File: src/rtl/fifo_stream_unpacker.sv
// Read-side FIFO controller: fetches BITLEN-bit words and unpacks them into
// ELEM_BITS-wide elements on a valid/ready stream, flagging the last element.
module fifo_stream_unpacker #(
  parameter int BITLEN    = 64,
  parameter int ELEM_BITS = 8,
  parameter int LANE_BIT  = 3,
  parameter int LEN_BIT   = 16
) (
  input  logic                 clk,
  input  logic                 rst_n,
  input  logic                 start,
  input  logic [LEN_BIT-1:0]   len,
  output logic                 busy,
  output logic                 done,
  input  logic                 fifo_empty,
  output logic                 fifo_rd_en,
  input  logic [BITLEN-1:0]    fifo_dout,
  output logic                 m_valid,
  input  logic                 m_ready,
  output logic [ELEM_BITS-1:0] m_data,
  output logic                 m_last
);

  localparam int LANES = BITLEN / ELEM_BITS;
  localparam logic [LANE_BIT-1:0] LAST_LANE = LANE_BIT'(LANES - 1);
  localparam logic [LEN_BIT-1:0]  ONE       = LEN_BIT'(1);

  typedef enum logic [1:0] {
    S_IDLE,
    S_FETCH,
    S_WAIT,
    S_STREAM
  } state_t;

  state_t                state_q, state_d;
  logic [BITLEN-1:0]     word_q;
  logic [LANE_BIT-1:0]   lane_q;
  logic [LEN_BIT-1:0]    remaining_q;
  logic                  done_q;

  logic handshake;
  logic final_elem;
  logic cmd_accept;
  logic cmd_empty;

  assign handshake  = m_valid && m_ready;
  assign final_elem = (remaining_q == ONE);
  assign cmd_accept = (state_q == S_IDLE) && start && (len != '0);
  assign cmd_empty  = (state_q == S_IDLE) && start && (len == '0);

  // Next-state and FIFO read strobe. The read is gated by reset so an
  // in-progress fetch never pops a word while the block is being cleared.
  // NOTE: every output of this block gets a default first so no latch is inferred.
  always_comb begin
    state_d    = state_q;
    fifo_rd_en = 1'b0;
    unique case (state_q)
      S_IDLE: begin
        if (cmd_accept) state_d = S_FETCH;
      end
      S_FETCH: begin
        fifo_rd_en = !fifo_empty && !rst_n;
        if (fifo_rd_en) state_d = S_WAIT;
      end
      S_WAIT: begin
        state_d = S_STREAM;
      end
      S_STREAM: begin
        if (handshake) begin
          if (final_elem)               state_d = S_IDLE;
          else if (lane_q == LAST_LANE) state_d = S_FETCH;
        end
      end
      default: state_d = S_IDLE;
    endcase
  end

  // NOTE: sequential state uses non-blocking assignments so every register
  // samples the pre-edge values regardless of statement order.
  always_ff @(posedge clk) begin
    if (rst_n) begin
      state_q     <= S_IDLE;
      word_q      <= '0;
      lane_q      <= '0;
      remaining_q <= '0;
      done_q      <= 1'b0;
    end else begin
      state_q <= state_d;
      done_q  <= cmd_empty || ((state_q == S_STREAM) && handshake && final_elem);

      if (cmd_accept) remaining_q <= len;

      if (state_q == S_WAIT) begin
        word_q <= fifo_dout;
        lane_q <= '0;
      end

      // Lane stays put on the last element of a word or command; WAIT rewinds it.
      if ((state_q == S_STREAM) && handshake) begin
        remaining_q <= remaining_q - ONE;
        if (!final_elem && (lane_q != LAST_LANE)) lane_q <= lane_q + 1'b1;
      end
    end
  end

  assign busy    = (state_q != S_IDLE);
  assign done    = done_q;
  assign m_valid = (state_q == S_STREAM);
  assign m_last  = m_valid && final_elem;
  assign m_data  = m_valid ? word_q[lane_q*ELEM_BITS +: ELEM_BITS] : '0;

endmodule

File: config.mk
export PLATFORM = sky130hd
export DESIGN_NAME = fifo_stream_unpacker
export DESIGN_NICKNAME = d
export VERILOG_FILES = /design/src/rtl/fifo_stream_unpacker.sv
export SDC_FILE = /design/constraint.sdc
export NUM_CORES = 1
export LEC_CHECK = 0
export ABC_AREA = 1
export BUFFER_PORTS_ARGS = -buffer_cell sky130_fd_sc_hd__buf_2
export CORE_MARGIN = 5
export CORE_UTILIZATION = 51
export CTS_BUF_LIST = sky130_fd_sc_hd__clkbuf_4 sky130_fd_sc_hd__clkbuf_8
export DETAILED_ROUTE_END_ITERATION = 10
export PLACE_DENSITY = 0.9
export SETUP_SLACK_MARGIN = 0.02
export SLEW_MARGIN = 20
export SYNTH_ARGS = -nofsm -noshare
export SYNTH_HDL_FRONTEND = slang
export SYNTH_SLANG_ARGS = --single-unit
export TNS_END_PERCENT = 30
File: constraint.sdc
create_clock -name clk -period 1.4 [get_ports clk]
set_input_delay 0.35 -clock clk [delete_from_list [all_inputs] [get_ports clk]]
set_output_delay 0.35 -clock clk [all_outputs]
set_load 0.005 [all_outputs]
==> flow_summary.toml <==
[outcome]
status = "finished with violations"
failed_checks = "negative setup slack"

[clock_tree]
clk_latency_ns = 0.36
cts.sinks = 86
cts_inserted_buffers = 9
htreeDepth = 3
cts_max_path_buffers = 2
root_buffer = "clkbuf_8"
holdBufCountCts = 0
cts_tree = "built"
clk_pin_slew_ns = 0.09

[sta]
hold_viol_final = 0
relSlewSlack = 0.7608
layout_setup_ws_ns = -0.7218
min_period_ns = 2.122
rsz0062_at_grt = "yes"
post-route-period-util = 1.516
worstMarginPinSlew_ns = 0.3550
slew_viol_final = 0
fmax_mhz = 471.3
clock_skew_ns = 0.006409
final-setup-viol-count = 26

[placed_design]
io_buffers = 97
hpwl_um = 9438
place_congestion = 1.003
post-place-cells = 865

[logic_synthesis]
syn-num-nets = 732
yosys.area.top_type_share = 0.4000
synth_top_cell_by_area = "dfxtp_1"
yosysWarnings = 0
postSynthCellCount = 638
ys_ff_latch = 86
yosysUniqueCellTypes = 34
synth.cell_area_sq_um = 4304
seq_area_frac_synth = 0.4000
avgSynthCellArea_sq_um = 6.746
synthTopCellsByArea = "dfxtp_1 40%, nor2_1 19%, o21ai_0 11%"

[final_layout]
num_antenna_cells = 0
area_delta_synth_final_pct = 42.44
layout_common_cells = "206 x nor2_1, 95 x buf_2, 75 x dfxtp_1"
fin_cells = 897
nets = 882
final_common_cell = "nor2_1"
fin_util = 0.7462
layout-drive-gt1-share = 0.3649

[routing]
wl_per_cell_um = 17.90
firstDrtPassIters = 6
drt_iter0_drc = 587
routed_wl_um = 16060
vias = 5282
postRouteAntennaNets = 0
via_per_inst = 5.889
drc_errors = 0

[pwr]
power.share.clock = 0.195
switching_share = 0.3923
p_per_area_nw_per_um2 = 1808
p_sw_uw = 4349
p_total_uw = 11090
p_comb_frac = 0.451
seqPwrFrac = 0.354
p_int_uw = 6737
vdd_ir_drop_max_mv = 0.9935
p_leak_uw = 0.002876

[worst_hold_path]
min_path_type = "input port to flop"
hold_start = "fifo_dout[21]"

[floorplanning]
die-area_sq_um = 10380
rows = 33
ios = 98
die_h_um = 101.9
fp.dieW_um = 101.9
core_region_area_sq_um = 8217
start_util = 0.5238

[worst_setup_path]
startpoint = "lane_q[0]$_SDFF_PP0_"
crit_path_end_kind = "output pin"
crit_type = "flop to output pin"
r2r-start = "remaining_q[0]$_SDFFE_PP0P_"
required_ns = 1.05
crit_fanout = 15
cp-start-kind = "flop"
cp.arrival_ns = 1.77

[global_route]
grt_usage = 0.2977
grt.overflow.total = 0
grt_pass1_vias = 5256
grt_max_degree = 39
grt_pass1_wl_um = 24570
antenna_found_initial = 0

[flow_run]
max-cap-violations = 0
final cells by class:
cell class	instances	area, sq um
clock buffers	10	137.6
well taps	105	131.4
repair buffers	177	1249
flip-flops and latches	86	1745
fillers	551	2086
clock inverters	5	106.4
inverters	32	147.6
multi-input cells	482	2614
cells by family (layout without fill, tap and decap cells):
| logic type | Yosys count | after routing | share of synthesized area |
|---|---|---|---|
| simple gates | 334 | 334 | 0.3250 |
| compound gates | 138 | 138 | 0.1805 |
| flops | 86 | 86 | 0.4000 |
| buf+inv | 70 | 224 | 0.06628 |
| fa+ha+maj | 9 | 9 | 0.02616 |
| xor+xnor | 1 | 1 | 0.002035 |
cells in the mapped netlist, drive strengths merged:
master,n
a31oi,3
a211oi,2
o22ai,1
o21ai,97
nand2,71
nand4,2
xnor2,1
or2,2
nor3b,1
or4,1
o211ai,5
buf,14
nor2,231
nand3,23
o32ai,16
nor3,2
ha,9
a21oi,14
nand3b,1
dfxtp,86
clkinv,1
clkbuf,24
inv,31
state kept, by name, indices dropped and copies added (netlist names):
signal	cells
done	1
lane_q	3
remaining_q	16
state_q	2
word_q	64
repair_timing:
action / 4_1_cts / 5_1_grt
hold endpoints to repair: 0 / 0
setup buffers: 12 / 4
resized for setup: 85 / 49
cloned: 1 / 1
setup endpoints to repair: 98 / 62
pin swaps: 19 / 20
power by group through the flow:
stage / Clock, uW / Combinational (uW) / Sequential (uW)
floorplan: 0 / 2360 / 3660
CTS: 2140 / 4440 / 3840
global placement: 0 / 3430 / 3780
detailed placement: 0 / 3600 / 3810
finish: 2160 / 5000 / 3930
global route: 2240 / 5390 / 3970
critical path: stages, from the launching register on:
cell     delay, ns
dfxtp_4       0.40
buf_12        0.16
o21ai_0       0.31
o32ai_2       0.14
o21ai_1       0.18
nor2_1        0.09
buf_2         0.13
through the flow:
step                setup TNS, ns  hold slack, ns  instance area, sq um  setup WS, ns
CTS                        -5.567          0.2057                  5961       -0.5790
floorplan                -0.05286          0.4194                  4357      -0.01415
detailed placement         -4.887          0.4880                  5303       -0.2446
global placement           -3.227          0.4738                  5303       -0.2156
finish                     -7.542          0.2074                  6131       -0.7218
global route               -9.262          0.2208                  6131       -0.7233
path summary, 6_finish.rpt:
kind,to,slack [ns],cells after the start
max,m_data[4],-0.72,6
min,word_q[21]$_SDFFE_PP0P_,0.21,3
max reg2reg,remaining_q[14]$_SDFFE_PP0P_,-0.22,9
min reg2reg,word_q[39]$_SDFFE_PP0P_,0.51,2
layer usage:
metal / global-route usage / vias up / wire, um
met5: 0 / - / 0
met4: 0.1715 / 0 / 974
met3: 0.06212 / 113 / 1681
met2: 0.5116 / 425 / 7780
met1: 0.3431 / 2365 / 5620
li1: - / 2379 / -
(Power assumes the default switching activity.)
